[config.mk]
export PLATFORM = sky130hd
export DESIGN_NAME = imem_loader
export DESIGN_NICKNAME = d
export VERILOG_FILES = /design/src/rtl/imem_loader.sv
export SDC_FILE = /design/constraint.sdc
export NUM_CORES = 1
export LEC_CHECK = 0
export ABC_AREA = 1
export ABC_CLOCK_PERIOD_IN_PS = 1790
export BUFFER_PORTS_ARGS = -buffer_cell sky130_fd_sc_hd__buf_2
export CORE_UTILIZATION = 50
export DETAILED_ROUTE_END_ITERATION = 7
export GPL_TIMING_DRIVEN = 0
export HOLD_SLACK_MARGIN = 0.08
export PLACE_DENSITY = 0.76
export SLEW_MARGIN = 20
export SYNTH_ARGS = -nofsm -noshare
export SYNTH_HDL_FRONTEND = slang
export SYNTH_SLANG_ARGS = --single-unit
export TNS_END_PERCENT = 5
[constraint.sdc]
create_clock -name clk -period 1.79 [get_ports clk]
set_clock_uncertainty 0.2 [all_clocks]
set_input_delay 0.358 -clock clk [delete_from_list [all_inputs] [get_ports clk]]
set_output_delay 0.358 -clock clk [all_outputs]
set_load 0.02 [all_outputs]
[src/rtl/imem_loader.sv]
// -----------------------------------------------------------------------------
// imem_loader
//   Writer side of the instruction memory. Accepts a program image as a byte
//   stream over a valid/ready handshake, packs every 4 bytes big-endian
//   (first byte in [31:24]) into a 32-bit instruction word and writes the
//   words to consecutive RAM word addresses starting at 0. While a load is in
//   progress the fetch unit is held so decoding starts on a complete image.
//
// Parameters
//   ADDR_W      instruction RAM word-address width (depth = 2**ADDR_W words)
//
// Ports
//   clk         in   system clock, rising edge
//   rst         in   asynchronous reset, active-low
//   start       in   1-cycle request to begin a load
//   word_count  in   number of words to load (ADDR_W+1 bits), sampled on start
//   byte_in     in   stream byte
//   byte_valid  in   byte_in is valid
//   byte_ready  out  loader accepts a byte this cycle
//   mem_we      out  instruction RAM write enable
//   mem_addr    out  RAM word address
//   mem_wdata   out  RAM write data
//   cpu_hold    out  hold request to the fetch unit
//   busy        out  load in progress (receiving or writing)
//   done        out  1-cycle pulse: load complete
//   err         out  1-cycle pulse: illegal start request
// -----------------------------------------------------------------------------
module imem_loader #(
    parameter int ADDR_W = 6
) (
    input  logic              clk,
    input  logic              rst,
    input  logic              start,
    input  logic [ADDR_W:0]   word_count,
    input  logic [7:0]        byte_in,
    input  logic              byte_valid,
    output logic              byte_ready,
    output logic              mem_we,
    output logic [ADDR_W-1:0] mem_addr,
    output logic [31:0]       mem_wdata,
    output logic              cpu_hold,
    output logic              busy,
    output logic              done,
    output logic              err
);

    typedef enum logic [1:0] {
        S_IDLE  = 2'd0,
        S_RECV  = 2'd1,
        S_WRITE = 2'd2,
        S_DONE  = 2'd3
    } state_t;

    // Largest legal count: the full RAM depth, representable because the
    // count is one bit wider than the address.
    localparam logic [ADDR_W:0] MAX_COUNT = {1'b1, {ADDR_W{1'b0}}};

    state_t            r_state;
    state_t            w_state_nxt;

    logic [ADDR_W:0]   r_count;       // latched number of words to load
    logic [ADDR_W:0]   r_word_addr;   // one bit wider so it never wraps to 0
    logic [1:0]        r_byte_cnt;    // byte position within the current word
    logic [23:0]       r_word;        // bytes 0..2 of the word being assembled

    logic              r_byte_ready;
    logic              r_mem_we;
    logic [ADDR_W-1:0] r_mem_addr;
    logic [31:0]       r_mem_wdata;
    logic              r_cpu_hold;
    logic              r_done;
    logic              r_err;

    logic              w_count_ok;
    logic              w_xfer;
    logic              w_last_byte;
    logic [ADDR_W:0]   w_word_addr_inc;
    logic              w_last_word;
    logic              w_err_nxt;

    assign w_count_ok      = (word_count != '0) && (word_count <= MAX_COUNT);
    // byte_ready is registered and equals "state is RECV", so the handshake
    // completes exactly when the FSM sits in RECV with valid data offered.
    assign w_xfer          = r_byte_ready & byte_valid;
    assign w_last_byte     = w_xfer && (r_byte_cnt == 2'd3);
    assign w_word_addr_inc = r_word_addr + 1'b1;
    assign w_last_word     = (w_word_addr_inc == r_count);

    // -------------------------------------------------------------------------
    // FSM state register
    // -------------------------------------------------------------------------
    // NOTE: sequential state uses non-blocking assignments so every register
    // samples pre-edge values regardless of block ordering.
    always_ff @(posedge clk or negedge rst) begin
        if (!rst) begin
            r_state <= S_IDLE;
        end else begin
            r_state <= w_state_nxt;
        end
    end

    // -------------------------------------------------------------------------
    // Next-state logic and illegal-start detection
    // -------------------------------------------------------------------------
    // NOTE: defaults are assigned first so no path leaves a variable unassigned,
    // which would otherwise infer a latch.
    always_comb begin
        w_state_nxt = r_state;
        w_err_nxt   = 1'b0;
        unique case (r_state)
            S_IDLE: begin
                if (start) begin
                    if (w_count_ok) begin
                        w_state_nxt = S_RECV;
                    end else begin
                        w_err_nxt = 1'b1;
                    end
                end
            end
            S_RECV: begin
                w_err_nxt = start;
                if (w_last_byte) begin
                    w_state_nxt = S_WRITE;
                end
            end
            S_WRITE: begin
                w_err_nxt   = start;
                w_state_nxt = w_last_word ? S_DONE : S_RECV;
            end
            S_DONE: begin
                w_err_nxt   = start;
                w_state_nxt = S_IDLE;
            end
            default: begin
                w_state_nxt = S_IDLE;
            end
        endcase
    end

    // -------------------------------------------------------------------------
    // Registered outputs and datapath. Outputs are decoded from the next state
    // so they line up with the state they describe.
    // -------------------------------------------------------------------------
    // NOTE: only control/datapath registers are reset here; the RAM itself lives
    // outside this block and keeps its contents across a reset.
    always_ff @(posedge clk or negedge rst) begin
        if (!rst) begin
            r_count      <= '0;
            r_word_addr  <= '0;
            r_byte_cnt   <= '0;
            r_word       <= '0;
            r_byte_ready <= 1'b0;
            r_mem_we     <= 1'b0;
            r_mem_addr   <= '0;
            r_mem_wdata  <= '0;
            r_cpu_hold   <= 1'b0;
            r_done       <= 1'b0;
            r_err        <= 1'b0;
        end else begin
            r_byte_ready <= (w_state_nxt == S_RECV);
            r_cpu_hold   <= (w_state_nxt == S_RECV) || (w_state_nxt == S_WRITE);
            r_mem_we     <= (w_state_nxt == S_WRITE);
            r_done       <= (w_state_nxt == S_DONE);
            r_err        <= w_err_nxt;

            if ((r_state == S_IDLE) && start && w_count_ok) begin
                r_count     <= word_count;
                r_word_addr <= '0;
                r_byte_cnt  <= '0;
            end

            if (w_xfer) begin
                r_byte_cnt <= r_byte_cnt + 2'd1;
                unique case (r_byte_cnt)
                    2'd0: r_word[23:16] <= byte_in;
                    2'd1: r_word[15:8]  <= byte_in;
                    2'd2: r_word[7:0]   <= byte_in;
                    default: begin
                        // Last byte bypasses the assembly register straight
                        // into the write data so WRITE follows immediately.
                        r_mem_wdata <= {r_word, byte_in};
                        r_mem_addr  <= r_word_addr[ADDR_W-1:0];
                    end
                endcase
            end

            if (r_state == S_WRITE) begin
                r_word_addr <= w_word_addr_inc;
            end
        end
    end

    assign byte_ready = r_byte_ready;
    assign mem_we     = r_mem_we;
    assign mem_addr   = r_mem_addr;
    assign mem_wdata  = r_mem_wdata;
    assign cpu_hold   = r_cpu_hold;
    assign busy       = r_cpu_hold;
    assign done       = r_done;
    assign err        = r_err;

endmodule
# Word-level counts from Yosys, hierarchy flattened
# Index checks and enable logic that the tools add are counted.
[op_classes]
n_addsub = 2
eq_ne = 10
mux = 12
order_cmp = 1
shift = 0
n_mul = 0
n_div = 0
bitwise_logic = 2
n_reduce_logical = 16
[op_table]
columns = ["operator", "n"]
rows = [
  ["$mux 7", 2],
  ["$eq 2x2->1 const B", 6],
  ["$mux 2", 6],
  ["$pmux 2 s4", 1],
  ["$reduce_and 2->1", 4],
  ["$add 7x1->7 const B", 1],
  ["$eq 7x7->1", 1],
  ["$le 7x7->1 const B", 1],
  ["$reduce_bool 7->1", 1],
  ["$eq 2x1->1 const B", 3],
  ["$reduce_or 3->1", 2],
  ["$logic_and 1x1->1", 4],
  ["$logic_not 2->1", 2],
  ["$reduce_bool 2->1", 2],
  ["$add 2x1->2 const B", 1],
  ["$mux 1", 2],
  ["$pmux 1 s2", 1],
  ["$and 1x1->1", 1],
  ["$logic_or 1x1->1", 1],
  ["$not 1->1", 1],
]
[word_totals]
memories = 0
in_bits = 19
latchBits = 0
mem_bits_ro = 0
out_inout_bits = 44
word_cells = 57
reg_bits = 85
mem_bits_rw = 0

# Longest topological paths before layout
# Gate-level depths: netlist (run 1).
[logic_depth]
depth_word = 7
ltp_mapped = 12
ltp_nobuf = 12

# Worst setup path before layout (run 1)
# OpenSTA, ideal clock, no wires.
[synth_timing]
path_type = "register -> register"
start = "register r_word_addr[0]"
end = "register r_cpu_hold (netlist: busy)"
stages_incl_launch_ff = 11
n_path_buf = 0
t_required_ns = 1.477
setup_ns = 0.113
synth_period_minus_slack_ns = 1.827
arrival_ns = 1.515
slack_ns = -0.037
path_cell_list = "dfrtp_1 > ha_1 > nor2_1 > nor2_1 > nand3_1 > nor2_1 > nand2_1 > nor2_2 > a21oi_1 > ha_1 > inv_1"
[synth_between]
elab_chain_len = 6
elab_cells_between_ends = 7
classes_between = "1 x add/sub; 3 x eq/ne; 2 x mux; 1 x reduce/logical"
[synth_lines]
columns = ["element", "line", "rtl"]
rows = [
  ["from (decl)", "62", "logic [ADDR_W:0] r_word_addr;"],
  ["from (signal assigned)", "188", "r_word_addr <= w_word_addr_inc;"],
  ["$add 7x1->7 *", "86", "assign w_word_addr_inc = r_word_addr + 1'b1;"],
  ["$eq 7x7->1 *", "87", "assign w_last_word = (w_word_addr_inc == r_count);"],
  ["$mux 2 *", "128", "w_state_nxt = w_last_word ? S_DONE : S_RECV;"],
  ["$pmux 2 s4 *", "110", "unique case (r_state)"],
  ["$eq 2x1->1 / $eq 2x2->1 (equally long branches)", "161", "r_cpu_hold <= (w_state_nxt == S_RECV) || (w_state_nxt == S_WRITE);"],
  ["$logic_or 1x1->1 *", "161", ""],
  ["to (signal assigned)", "161", ""],
  ["to (decl)", "70", "logic r_cpu_hold;"],
]
# Every way passes the cells marked *; elsewhere a longest branch is shown, timed or not.
# A chain may end at the register's enable or synchronous reset.

# Worst setup path in the final report (run 1)
[layout_timing]
start = "register r_word_addr[1]"
end = "register r_cpu_hold (netlist: busy)"
# Same word-level chain as after synthesis.

==> results of run 1 <==
==> report_power, final <==
part / internal (mW) / leakage [nW] / switching [mW]
combinational: 0.947 / 1.07 / 1.46
clock: 0.659 / 0.0929 / 0.721
sequential: 2.71 / 1.08 / 0.465
==> cell families (layout without fill, tap and decap cells) <==
logic type / count (synthesis) / after routing / share of synthesized area
and+or+nand+nor: 124 / 124 / 0.151
DFF: 85 / 85 / 0.603
AOI/OAI and AO/OA: 56 / 56 / 0.0806
buffers and inverters: 49 / 137 / 0.0600
muxes: 24 / 24 / 0.0767
adders and majority gates: 8 / 8 / 0.0284
==> final timing paths <==
path | startpoint | end | slack [ns] | depth (start not counted)
max | r_word_addr[1]$_DFFE_PN0P_ | busy$_DFF_PN0_ | -0.11 | 12
min | word_count[6] | r_count[6]$_DFFE_PN0P_ | 0.11 | 3
max reg2reg | r_word_addr[1]$_DFFE_PN0P_ | busy$_DFF_PN0_ | -0.11 | 12
min reg2reg | mem_addr[2]$_DFFE_PN0P_ | mem_addr[2]$_DFFE_PN0P_ | 0.29 | 2
max in group asynchronous | rst | r_byte_cnt[1]$_DFFE_PN0P_ | 0.46 | 3
min in group asynchronous | rst | r_word[2]$_DFFE_PN0P_ | 0.33 | 2
==> tightest hold or removal path: stages <==
cell and delay [ns]:
buf_2 0.11, inv_1 0.08, o21ai_1 0.07
==> stage by stage <==
step | utilization | std cells | hold WS (ns) | TNS (ns)
floorplan | - | 346 | -0.138 | 0
global placement | 0.584 | 504 | 0.260 | -41.33
detailed placement | 0.589 | 505 | 0.174 | -0.469
CTS | 0.634 | 530 | 0.0812 | -0.140
global route | 0.634 | 530 | 0.125 | -0.884
finish | 0.634 | 530 | 0.110 | -0.123
==> layout make-up <==
type                    instances  area share
well taps                      96      0.0279
clock buffers                   9      0.0287
multi-input cells             212       0.282
plain buffers                  12      0.0177
repair buffers                 72      0.0993
inverters                      37      0.0322
flip-flops and latches         85       0.494
clock inverters                 7      0.0183
==> synth_stat cells, types with 3 or more instances <==
cell      number
a21oi_1        4
buf_4          3
clkbuf_1       6
dfrtp_1       85
ha_1           8
inv_1         36
mux2_2        24
nand2_1       82
nand3_1       19
nor2_1        12
o21ai_0       47
o21ai_1        4
==> state kept, by name (all words and copies together), names as in the netlist <==
register and cells:
mem_wdata 32, r_word 24, r_count 7, r_word_addr 7
mem_addr 6, r_byte_cnt 2, r_state 2, busy 1
byte_ready 1, done 1, err 1, mem_we 1
==> routing by layer <==
| layer | routed length [µm] | up-vias | GRT usage |
|---|---|---|---|
| met5 | 0 | - | 0 |
| met4 | 227 | 0 | 0.118 |
| met3 | 373 | 18 | 0.0404 |
| met2 | 3630 | 86 | 0.356 |
| met1 | 3180 | 1317 | 0.267 |
| li1 | - | 1296 | - |
==> what timing repair did <==
item | in CTS | in global routing
setup buffers | 1 | 0
pin swaps | 1 | 0
endpoints found under the hold margin | 45 | 0
endpoints found under the setup margin | 4 | 20
hold buffers | 8 | 0
resized for setup | 5 | 3
==> reports/qor.txt, run 1 <==
Status = finished, violations left
Failing checks = negative setup slack
RSZ-0062 raised after global routing = yes
Post-route setup slack = -0.107 ns
Core ar. = 6790 µm²
Share of cells above drive strength 1 = 0.283
GPL Wtd Cong = 0.835
Via count = 2717
DP Area = 4000 µm²
Top post-synthesis cells by area = dfrtp_1 60%, nand2_1 8.7%, mux2_2 7.7%
H-tree depth = 3
TritonCTS Buffers = 9
Max-slew violations = 0
Clock Latency Late Sink = 0.35 ns
Commonest non-fill, non-tap cells in the layout = 84 x dfrtp_1, 81 x nand2_1, 61 x buf_2
Die H = 86.0 µm
Final #Nets = 456
Hpwl dp = 5240 µm
First-pass GRT wire length = 12000 µm
Leakage power = 2.25 nW
Slowest cell on crit path = dfrtp_1
IO Pins = 63
DR iter-0 viols = 116
Pwr Density = 1610 nW/µm²
Crit-path leading delay family = simple AND/OR/NAND/NOR gates
Netlist cell types = 24
Initial Util = 0.519
Syn_nets = 373
CTS tree = done
Worst VDD drop = 0.753 mV
Fmax = 0.527 GHz
Min Tclk post-route = 1.90 ns
Register area = 2130 µm²
Max-cap violations = 0
First drt pass iteration count = 4
Final Hold Viols = 0
Setup Slack @ Placement = -0.190 ns
N_diodes = 0
Cell area after layout = 4310 µm²
Hold WC Path Type = primary input to flip-flop
# rows = 30
Synthesized area per cell = 10.2 µm²
Final Cycle Share = 1.06
Multi-input gate area = 1210 µm²
Pwr Total = 6.96 mW
Antenna violations before repair = 0
Sequential share of the synthesized area = 0.603
Fillers = 559
Final setup viols = 3
Root Driver = clkbuf_8
Die ar. = 7390 µm²
Final routed DRC violation total = 0
Cells after synthesis = 346
Yosys reg bits = 85
Post-synth EDFFs = 0
Via density = 5.13
Mapped cell area = 3520 µm²
PortBufs = 62
Layout area overhead = 22.3%
CP arrival = 1.95 ns
CP Class = flip-flop to flip-flop
Most common cell after layout, fill and taps aside = dfrtp_1
Top FF cell, synth = dfrtp_1
Critical Path RT = 1.84 ns
Tot GR Track Use = 0.215
CP max FO = 4
DR WL/cell = 14.0 µm
CTS max path bufs = 2
CP bufs+invs = 1
Warnings, synthesis = 0
Antenna viol nets, final = 0
Number of global-route vias before repair = 2555
Endpoint type of the worst setup path = flip-flop
Grt ovf = 0
Final WL = 7400 µm
Slew @ Worst Pin = 0.513 ns
CP max stage delay = 0.44 ns
Largest net degree at the start of global routing = 48
Clk sinks = 85
Yosys top cell by area = dfrtp_1
Max-slew headroom = 0.658
Crit-path cells = ha_4, nand2_4, nor2_4, nand2_1, nand2_1, nand2_1, nand2_1, nand2_1, nor2_2, a21oi_1, ha_1, inv_1
Asr flop ratio synth = 1.00
Die X = 86.0 µm
Clock-pin slew of the registers on the worst-case setup and hold paths = 0.08 ns
Startpoint Class = flip-flop
Yosys top cell area share = 0.603
Most Frequent Cell on Critical Path = nand2_1
(Power assumes the default switching activity.)
==> run 2: changes to the inputs <==
Settings changed: CORE_ASPECT_RATIO set to 1.1.
==> reports/qor.txt, run 2 (synthesis results as in run 1) <==
Clock Latency Late Sink = 0.35 ns (about the same)
Grt ovf = 0 (unchanged)
N_diodes = 0 (unchanged)
Clock Power Share = 0.230 (+0.032)
Antenna viol nets, final = 0 (unchanged)
Clock-pin slew of the registers on the worst-case setup and hold paths = 0.09 ns (about the same)
DR WL/cell = 14.0 µm (about the same)
Comb pwr share = 0.337 (-0.009)
IO Pins = 63 (unchanged)
Final #Nets = 459 (+0.66%)
Fmax = 0.521 GHz (-1.1%)
Worst VDD drop = 0.907 mV (+21%)
Final setup viols = 1 (-2)
Die H = 90.1 µm (+4.8%)
Most common cell after layout, fill and taps aside = dfrtp_1
Failing checks = negative setup slack
CTS tree = done
Max-cap violations = 0 (unchanged)
Die X = 82.1 µm (-4.5%)
Final Util = 0.654 (+0.0200)
Pwr Density = 1660 nW/µm² (+2.6%)
Number of global-route vias before repair = 2605 (+2.0%)
Max-slew violations = 0 (unchanged)
# rows = 31 (+3.3%)
Hpwl dp = 5190 µm (-0.91%)
Final Cycle Share = 1.07 (+0.0122)
Root Driver = clkbuf_8
PortBufs = 62 (unchanged)
Leakage power = 2.30 nW (+2.5%)
TNS Setup = -0.129 ns (-0.00538 ns)
CTS max path bufs = 2 (unchanged)
R2r setup slk = -0.13 ns (-0.02 ns)
Final Hold Viols = 0 (unchanged)
DP Area = 3980 µm² (-0.44%)
Largest net degree at the start of global routing = 52 (+8.3%)
Clk sinks = 85 (unchanged)
Final routed DRC violation total = 0 (unchanged)
Setup Slack @ Placement = -0.185 ns (+0.00509 ns)
First drt pass iteration count = 4 (unchanged)
Commonest non-fill, non-tap cells in the layout = 84 x dfrtp_1, 78 x nand2_1, 61 x buf_2
P_sw = 2.63 mW (-0.43%)
CP Class = flip-flop to flip-flop
Tot GR Track Use = 0.218 (+0.00236)
Die ar. = 7390 µm² (about the same)
TritonCTS Buffers = 9 (unchanged)
CP arrival = 1.96 ns (about the same)
Hold WC Path Type = primary input to flip-flop
Max reg flops = 32 (unchanged)
H-tree depth = 3 (unchanged)
Slew @ Worst Pin = 0.460 ns (-0.0532 ns)
Min Tclk post-route = 1.92 ns (+0.0219 ns)
Antenna violations before repair = 0 (unchanged)
First-pass GRT wire length = 12100 µm (+0.46%)
Core ar. = 6710 µm² (-1.2%)
Via count = 2610 (-3.9%)
Initial Util = 0.525 (+0.00648)
Endpoint type of the worst setup path = flip-flop
Sequential share of power = 0.433 (-0.023)
GPL Wtd Cong = 0.866 (+3.8%)
Share of cells above drive strength 1 = 0.300 (+0.0164)
Post-route setup slack = -0.129 ns (-0.0219 ns)
Sw frac = 0.362 (-0.0179)
Layout area overhead = 24.6%
Via density = 5.03 (-1.9%)
RSZ-0062 raised after global routing = yes
Startpoint Class = flip-flop
Cell area after layout = 4390 µm² (+1.9%)
DR iter-0 viols = 158 (+36%)
Status = finished, violations left
Critical Path RT = 1.83 ns (about the same)
Int Pwr = 4.64 mW (+7.5%)
Final WL = 7250 µm (-2.1%)
Max-slew headroom = 0.694 (+0.0355)
CP max FO = 4 (unchanged)
==> run 2: changes by cell type in the layout (fill, tap and decap cells not counted), sizes merged <==
cell	previous run	this run
buf	70	72
bufinv	1	3
clkinv	0	1
clkinvlp	3	0
dlygate4sd3	8	9
==> run 2: layout make-up <==
cell class | count | area (µm²)
buffer | 12 | 81.3
clock buffer | 9 | 124
clock inverter | 7 | 128
fill | 554 | 2320
inverter | 37 | 139
multi-input combinational | 212 | 1230
sequential | 85 | 2130
tap | 82 | 103
timing repair buffer | 75 | 457
==> run 2: final timing paths <==
kind	cells after the start	end	from
min	5	err$_DFF_PN0_	word_count[6]
min reg2reg	2	mem_wdata[5]$_DFFE_PN0P_	mem_wdata[5]$_DFFE_PN0P_
max reg2reg	12	busy$_DFF_PN0_	r_word_addr[0]$_DFFE_PN0P_
max	12	busy$_DFF_PN0_	r_word_addr[0]$_DFFE_PN0P_
min in group asynchronous	2	mem_wdata[6]$_DFFE_PN0P_	rst
max in group asynchronous	3	mem_wdata[26]$_DFFE_PN0P_	rst
==> run 2: per-stage QoR <==
| step | power, mW | instances | hold WS [ns] |
|---|---|---|---|
| detailed placement | 5.58 | 491 | 0.142 |
| finish | 7.27 | 519 | 0.137 |
| CTS | 7.30 | 518 | 0.125 |
| global route | 7.79 | 519 | 0.153 |
| global placement | 5.45 | 490 | 0.261 |
| floorplan | 4.73 | 346 | -0.138 |
==> run 2: worst max-delay path: stages, from the launching register on <==
cell and delay [ns]:
dfrtp_2 0.42, ha_4 0.16, nand2_4 0.07, nor2_4 0.15, nand2_1 0.08, nand2_2 0.08
nand2_2 0.05, nand2_1 0.05, nand2_1 0.06, nor2_2 0.12, a21oi_1 0.08, ha_1 0.28
inv_1 0.03
==> run 2: per-layer routing <==
metal,track usage,routed length [µm],vias up
met4,0.0746,40,0
li1,-,-,1285
met1,0.276,3180,1266
met2,0.357,3760,57
met5,0,0,-
met3,0.0528,267,2
==> run 2: repair_timing <==
item / in CTS / in global routing
setup endpoints to repair: 4 / 22
endpoints found under the hold margin: 42 / 0
hold buffers: 9 / 0
resized for setup: 6 / 11
pin swaps: 0 / 4
setup buffers: 2 / 1
==> run 2: power by group through the flow <==
| stage | clock, mW | sequential, mW | combinational, mW |
|---|---|---|---|
| after floorplan | 0 | 3.61 | 1.12 |
| after global placement | 0 | 3.16 | 2.29 |
| after detailed placement | 0 | 3.20 | 2.39 |
| after CTS | 1.70 | 3.15 | 2.45 |
| after global routing | 1.79 | 3.25 | 2.75 |
| final | 1.67 | 3.15 | 2.45 |
